$ cat src/rtl/noc_pkg.sv
// noc_pkg: shared flit layout and FSM state definitions for the NoC
// writer/reader pair. Bit offsets are counted down from the flit MSB so they
// hold for any flit width; flit_t describes the default 8-bit, 16-node,
// 2-VC build (which leaves no payload bits).
package noc_pkg;

  // Default build geometry
  localparam int NOC_WIDTH  = 8;
  localparam int NOC_N      = 16;
  localparam int NOC_NUM_VC = 2;
  localparam int NOC_ADDR_W = $clog2(NOC_N);
  localparam int NOC_VC_W   = $clog2(NOC_NUM_VC);

  // Control bit offsets measured from the flit MSB
  localparam int FLIT_VALID_OFS = 0;
  localparam int FLIT_HEAD_OFS  = 1;
  localparam int FLIT_TAIL_OFS  = 2;
  localparam int FLIT_HDR_BITS  = 3;

  // Flit layout for the default build, MSB first
  typedef struct packed {
    logic                  valid;
    logic                  head;
    logic                  tail;
    logic [NOC_VC_W-1:0]   vc;
    logic [NOC_ADDR_W-1:0] dest;
  } flit_t;

  // Packet framing state of the writer
  typedef enum logic [0:0] {
    S_IDLE = 1'b0,
    S_PKT  = 1'b1
  } state_t;

endpackage

$ cat src/rtl/noc_writer_credit_counter.sv
// credit_counter: downstream buffer credits for one virtual channel.
// Starts full, counts down on a send and up on a returned credit. A send and
// a credit in the same cycle cancel. A credit returned while already full is
// ignored (saturating) and flagged by an assertion.
module credit_counter #(
  parameter int DEPTH = 8,
  parameter int CW    = $clog2(DEPTH + 1)
) (
  input  logic clk_i,
  input  logic rst_ni,
  input  logic inc_i,
  input  logic dec_i,
  output logic nz_o
);

  localparam logic [CW-1:0] DEPTH_C = CW'(DEPTH);

  logic [CW-1:0] cnt_q;
  logic [CW-1:0] cnt_d;

  // Next credit value: cancel, saturating increment, or decrement
  always_comb begin
    cnt_d = cnt_q;
    if (inc_i && dec_i) begin
      cnt_d = cnt_q;
    end else if (inc_i) begin
      if (cnt_q != DEPTH_C) begin
        cnt_d = cnt_q + CW'(1);
      end else begin
        cnt_d = cnt_q;
      end
    end else if (dec_i) begin
      cnt_d = cnt_q - CW'(1);
    end else begin
      cnt_d = cnt_q;
    end
  end

  // Credit register, full after reset
  always_ff @(posedge clk_i or negedge rst_ni) begin
    if (!rst_ni) begin
      cnt_q <= DEPTH_C;
    end else begin
      cnt_q <= cnt_d;
    end
  end

  assign nz_o = (cnt_q != {CW{1'b0}});

  credit_overflow_a : assert property (@(posedge clk_i) disable iff (!rst_ni)
    !(inc_i && !dec_i && (cnt_q == DEPTH_C)))
    else $error("credit_counter: credit returned while counter already full");

  credit_underflow_a : assert property (@(posedge clk_i) disable iff (!rst_ni)
    !(dec_i && !inc_i && (cnt_q == {CW{1'b0}})))
    else $error("credit_counter: send issued with no credit");

endmodule

$ cat src/rtl/noc_writer.sv
// noc_writer: drains a show-ahead flit FIFO into a NoC router input port
// under per-VC credit flow control. A packet's VC is latched at the head and
// forced onto every following flit up to the tail. Output flit is registered;
// FIFO pop is combinational. Orphan (non-head, valid) flits in idle are
// dropped with a one-cycle o_err pulse; invalid flits are silently dropped.
// Optional feature macro: NOC_WRITER_STATS_EN (flit / packet counters).
module noc_writer
  import noc_pkg::*;
#(
  parameter int WIDTH            = 8,
  parameter int N                = 16,
  parameter int NUM_VC           = 2,
  parameter int DEPTH_PER_VC     = 8,
  parameter int ADDRESS_WIDTH    = $clog2(N),
  parameter int VC_ADDRESS_WIDTH = $clog2(NUM_VC)
) (
  input  logic              clk,
  input  logic              rst,
  input  logic [WIDTH-1:0]  i_data_in,
  input  logic              i_empty_in,
  output logic              i_read_en,
  output logic [WIDTH-1:0]  o_flit_out,
  input  logic [NUM_VC-1:0] o_credits_in,
  output logic              o_err,
  output logic [31:0]       o_flit_count,
  output logic [31:0]       o_pkt_count
);

  localparam int VALID_BIT = WIDTH - 1 - FLIT_VALID_OFS;
  localparam int HEAD_BIT  = WIDTH - 1 - FLIT_HEAD_OFS;
  localparam int TAIL_BIT  = WIDTH - 1 - FLIT_TAIL_OFS;
  localparam int VC_MSB    = WIDTH - 1 - FLIT_HDR_BITS;
  // dest field plus payload: everything below the VC field
  localparam int REST_W    = ADDRESS_WIDTH + (WIDTH - FLIT_HDR_BITS - VC_ADDRESS_WIDTH - ADDRESS_WIDTH);

  state_t                      state_q;
  state_t                      state_d;
  logic [VC_ADDRESS_WIDTH-1:0] vc_q;
  logic [VC_ADDRESS_WIDTH-1:0] vc_d;
  logic [WIDTH-1:0]            flit_q;
  logic [WIDTH-1:0]            flit_d;
  logic                        err_q;
  logic                        err_d;

  logic                        in_valid_s;
  logic                        in_head_s;
  logic                        in_tail_s;
  logic [VC_ADDRESS_WIDTH-1:0] in_vc_s;
  logic [VC_ADDRESS_WIDTH-1:0] sel_vc_s;
  logic                        credit_ok_s;
  logic                        send_s;
  logic                        pop_s;
  logic [NUM_VC-1:0]           credit_nz_s;
  logic [NUM_VC-1:0]           credit_dec_s;

  assign in_valid_s = i_data_in[VALID_BIT];
  assign in_head_s  = i_data_in[HEAD_BIT];
  assign in_tail_s  = i_data_in[TAIL_BIT];
  assign in_vc_s    = i_data_in[VC_MSB -: VC_ADDRESS_WIDTH];

  for (genvar v = 0; v < NUM_VC; v++) begin : g_vc
    credit_counter #(
      .DEPTH (DEPTH_PER_VC)
    ) u_cnt (
      .clk_i  (clk),
      .rst_ni (rst),
      .inc_i  (o_credits_in[v]),
      .dec_i  (credit_dec_s[v]),
      .nz_o   (credit_nz_s[v])
    );
  end

  // Send/drop decision, next FSM state and next output flit
  always_comb begin
    state_d      = state_q;
    vc_d         = vc_q;
    flit_d       = {WIDTH{1'b0}};
    err_d        = 1'b0;
    send_s       = 1'b0;
    pop_s        = 1'b0;
    sel_vc_s     = (state_q == S_PKT) ? vc_q : in_vc_s;
    credit_ok_s  = credit_nz_s[sel_vc_s];
    if (i_empty_in) begin
      pop_s = 1'b0;
    end else if (!in_valid_s) begin
      // bubble: drop quietly
      pop_s = 1'b1;
    end else begin
      case (state_q)
        S_IDLE: begin
          if (!in_head_s) begin
            pop_s = 1'b1;
            err_d = 1'b1;
          end else if (credit_ok_s) begin
            pop_s  = 1'b1;
            send_s = 1'b1;
            flit_d = i_data_in;
            if (!in_tail_s) begin
              state_d = S_PKT;
              vc_d    = in_vc_s;
            end else begin
              state_d = S_IDLE;
            end
          end else begin
            pop_s = 1'b0;
          end
        end
        S_PKT: begin
          // a stray head here is carried as a body flit
          if (credit_ok_s) begin
            pop_s  = 1'b1;
            send_s = 1'b1;
            flit_d = {i_data_in[WIDTH-1:VC_MSB+1], vc_q, i_data_in[REST_W-1:0]};
            if (in_tail_s) begin
              state_d = S_IDLE;
            end else begin
              state_d = S_PKT;
            end
          end else begin
            pop_s = 1'b0;
          end
        end
        default: begin
          state_d = S_IDLE;
        end
      endcase
    end
  end

  // One-hot credit consumption on the VC being sent
  always_comb begin
    credit_dec_s = {NUM_VC{1'b0}};
    if (send_s) begin
      credit_dec_s[sel_vc_s] = 1'b1;
    end else begin
      credit_dec_s = {NUM_VC{1'b0}};
    end
  end

  assign i_read_en = rst & pop_s;

  // FSM, latched VC, registered flit and error pulse
  always_ff @(posedge clk or negedge rst) begin
    if (!rst) begin
      state_q <= S_IDLE;
      vc_q    <= {VC_ADDRESS_WIDTH{1'b0}};
      flit_q  <= {WIDTH{1'b0}};
      err_q   <= 1'b0;
    end else begin
      state_q <= state_d;
      vc_q    <= vc_d;
      flit_q  <= flit_d;
      err_q   <= err_d;
    end
  end

  assign o_flit_out = flit_q;
  assign o_err      = err_q;

`ifdef NOC_WRITER_STATS_EN
  logic [31:0] flit_cnt_q;
  logic [31:0] pkt_cnt_q;

  // Wrapping counts of sent flits and sent tails
  always_ff @(posedge clk or negedge rst) begin
    if (!rst) begin
      flit_cnt_q <= 32'd0;
      pkt_cnt_q  <= 32'd0;
    end else begin
      if (send_s) begin
        flit_cnt_q <= flit_cnt_q + 32'd1;
      end
      if (send_s && in_tail_s) begin
        pkt_cnt_q <= pkt_cnt_q + 32'd1;
      end
    end
  end

  assign o_flit_count = flit_cnt_q;
  assign o_pkt_count  = pkt_cnt_q;
`else
  assign o_flit_count = 32'd0;
  assign o_pkt_count  = 32'd0;
`endif

endmodule

$ cat config.mk
export PLATFORM = sky130hd
export DESIGN_NAME = noc_writer
export DESIGN_NICKNAME = d
export VERILOG_FILES = /design/src/rtl/noc_pkg.sv /design/src/rtl/noc_writer_credit_counter.sv /design/src/rtl/noc_writer.sv
export SDC_FILE = /design/constraint.sdc
export NUM_CORES = 1
export LEC_CHECK = 0
export BUFFER_PORTS_ARGS = -buffer_cell sky130_fd_sc_hd__buf_2
export CAP_MARGIN = 15
export CORE_MARGIN = 2
export CORE_UTILIZATION = 40
export DETAILED_ROUTE_END_ITERATION = 10
export PLACE_DENSITY = 0.8
export SKIP_LAST_GASP = 1
export SLEW_MARGIN = 20
export SYNTH_ARGS = -nofsm -noshare
export SYNTH_HDL_FRONTEND = slang
export SYNTH_HIERARCHICAL = 1
export SYNTH_SLANG_ARGS = --single-unit
$ cat constraint.sdc
create_clock -name clk -period 5.4 [get_ports clk]
set_clock_uncertainty 0.1 [all_clocks]
set_input_delay 0 -clock clk [delete_from_list [all_inputs] [get_ports clk]]
set_output_delay 0 -clock clk [all_outputs]
set_load 0.005 [all_outputs]
==> flow_summary.toml <==
[critical_path]
cpMostUsedCell = "mux2i_2"
startpoint_type = "flop"
cp-end-kind = "flop"
worstReg2RegStart = "state_q"
r2r_end = "g_vc[0].u_cnt/cnt_q[0]"
startpoint = "state_q"
ff2ff_path_depth = 7
worstPathArrival_ns = 2.47
max_stage_delay_ns = 0.45
cpMaxStageDelayCell = "dfrtp_1"
crit_chain = "mux2i_2 -> mux2i_2 -> nor3_2 -> and2_1 -> and2b_1 -> a21boi_1 -> o31a_1"
path_class = "reg2reg"
reg2reg_slack_ns = 2.97
required_ns = 5.44
cp_max_fo = 7

[place]
hpwl_um = 1900
placed_cell_area_um2 = 1510
routabilityCongestion = 0.799
port_buffers = 22
dp.cells = 237

[yosys]
synth_xor_area_share_pct = 1.66
yosysSeqAreaShare_pct = 30.2
synth_seq_cells = 19
synthSimpleGateAreaFrac_pct = 19.7
synthAdderAreaFrac_pct = 5.69
synth_top_family_by_area = "buffers and inverters"
syn_area_um2 = 1580
synthMuxAreaShare_pct = 3.08
synth_warnings = 6
synth_compound_area_share_pct = 8.37
synth_cell_types = 42
postSynthCellCount = 168
syn_avg_cell_area_um2 = 9.43

[die]
dieArea_um2 = 4480
rows = 22
start_util_pct = 42.3
io_pins = 87
fp.dieW_um = 66.9
core-area_um2 = 3740
die_h_um = 66.9

[detailed_routing]
vias_per_cell = 4.23
antenna_left = 0
dr_total_vias = 1071
drt-total-wl_um = 2570
first_pass_iters = 4
drtIter0Drc = 68
post_drt_wl_per_cell_um = 10.2
route.detailed.drc = 0

[worst_hold_path]
worstHoldPathType = "in2async"

[layout]
nNetsFinal = 225
final_cells = 253
layout_commonest_cell = "conb_1"
insertedDiodeCount = 0
finish.instance_area_um2 = 1680
syn_to_final_growth_pct = 6.24
layout-drive-gt1-share_pct = 19.5
final_cell_mix = "conb_1, buf_2, dfrtp_1"

[pwr]
ir_worst_vdd_v = 0.000112
power.density_nw_per_um2 = 357
total_power_uw = 602
p_leak_uw = 0.000862

[outcome]
status = "complete, no violations"

[global_routing]
grt_pass1_vias = 941
grt_max_degree = 21
grtUsageTotal_pct = 11.9
antenna_found_initial = 0
grt_overflow_total = 0
grt_pass1_wl_um = 4000

[timing]
period_share_pct = 44.9
fmax_mhz = 412
hold_violations = 0
hold_slack_ns = 0.116
rsz0062_at_grt = "no"
setup-tns-final_ns = 0
fin_crit_ns = 2.43
slew_viol_final = 0
setup_viol = 0

[cts]
cts_tree = "yes"
h-tree-depth = 1
insertion_delay_ns = 0.26
cts.reportedPaths.clkPinSlew_ns = 0.07
cts_buffers = 3
clk_path_buf_depth = 2
clockRootBuffer = "clkbuf_8"
cts_sinks = 19

[flow_run]
cap_violations = 0
through the flow:
step / utilization, % / worst slack, ns
floorplan: - / 3.20
global placement: 40.4 / 3.03
detailed placement: 40.4 / 2.96
CTS: 45.0 / 2.95
global route: 45.0 / 2.73
finish: 45.0 / 2.97
flip-flops by register name, indices dropped and copies added, names as in the netlist:
register / count
g_vc.u_cnt/cnt_q: 8
o_flit_out: 8
o_err: 1
state_q: 1
vc_q: 1
kinds of logic (layout without fill, tap and decap cells):
kind of cell | after synthesis | in the layout
xor gates and xnor gates | 3 | 3
adders and majority gates | 6 | 6
buffers and inverters | 67 | 41
other | 1 | 64
and+or+nand+nor | 49 | 49
DFF | 19 | 19
AOI/OAI and AO/OA | 19 | 19
muxes | 4 | 4
cells in the mapped netlist:
cell type / count / area share (%)
xor2_1: 1 / 0.55
buf_4: 64 / 30
and2_1: 6 / 2.4
and2b_1: 1 / 0.47
xnor2_1: 2 / 1.1
nand2b_1: 3 / 1.2
a21o_1: 2 / 0.95
mux2i_2: 2 / 1.7
dfstp_2: 2 / 3.3
o211ai_1: 1 / 0.47
nor3b_2: 1 / 0.79
conb_1: 1 / 0.24
clkbuf_1: 1 / 0.24
a211o_1: 1 / 0.55
nor4bb_1: 1 / 0.63
a21boi_1: 1 / 0.47
nand3b_1: 3 / 1.4
nor2_1: 5 / 1.2
a31oi_1: 1 / 0.40
nand3_1: 2 / 0.63
mux2i_1: 1 / 0.63
nor4_1: 3 / 1.2
nor4_2: 2 / 1.6
nor3_2: 3 / 1.9
mux2_1: 1 / 0.71
nor3b_1: 1 / 0.47
a21oi_1: 1 / 0.32
o21ai_0: 5 / 1.6
nor2b_1: 2 / 0.79
a2bb2oi_1: 1 / 0.55
and3_1: 2 / 0.79
nor3_1: 4 / 1.3
o31a_1: 1 / 0.55
inv_1: 2 / 0.47
a211oi_1: 3 / 1.4
nand2_1: 8 / 1.9
and3b_1: 1 / 0.55
and2b_4: 1 / 0.63
dfrtp_1: 17 / 27
a21oi_2: 2 / 1.1
fa_1: 2 / 2.5
ha_1: 4 / 3.2
what timing repair did:
item	CTS	global route
hold buffers	12	0
buffers inserted	0	0
gates resized for setup	0	0
hold endpoints to repair	31	0
cell type report:
| class | count | area, µm² |
|---|---|---|
| fillers | 381 | 2060 |
| multi-input cells | 145 | 851 |
| flip-flops and latches | 19 | 478 |
| repair buffers | 35 | 238 |
| well taps | 48 | 60.1 |
| clock buffers | 3 | 41.3 |
| clock inverters | 1 | 7.51 |
| inverters | 2 | 7.51 |
metal layers:
metal / track usage (%) / wire, µm / part of all wire (%)
met5: 0 / 0 / 0
met4: 7.14 / 32 / 1.2
met3: 1.18 / 161 / 6.3
met2: 22.3 / 1390 / 54
met1: 12.8 / 987 / 38
critical path, delay by kind of cell (launching register included):
kind | cells | cell delay, ns
and+or+nand+nor | 3 | 0.85
DFF | 1 | 0.45
AOI/OAI and AO/OA | 2 | 0.40
muxes | 2 | 0.53
how the worst max path moves through the flow:
stage | to | cells past startpoint | slack (ns)
4_1_cts | g_vc[0].u_cnt/cnt_q[3] | 8 | 2.95
2_1_floorplan | g_vc[0].u_cnt/cnt_q[3] | 7 | 3.20
3_5_place_dp | g_vc[0].u_cnt/cnt_q[0] | 7 | 2.96
6_report | g_vc[0].u_cnt/cnt_q[0] | 7 | 2.97
3_3_place_gp | g_vc[0].u_cnt/cnt_q[0] | 7 | 3.03
5_1_grt | g_vc[0].u_cnt/cnt_q[3] | 8 | 2.73
where the power goes:
part	leakage, µW	switching (µW)	internal, µW	total [µW]
clock network	0.0000217	48.5	52.0	100
registers	0.000239	55.5	189	244
logic	0.000602	128	129	257
Note: power is estimated with default switching activity, not from simulation.
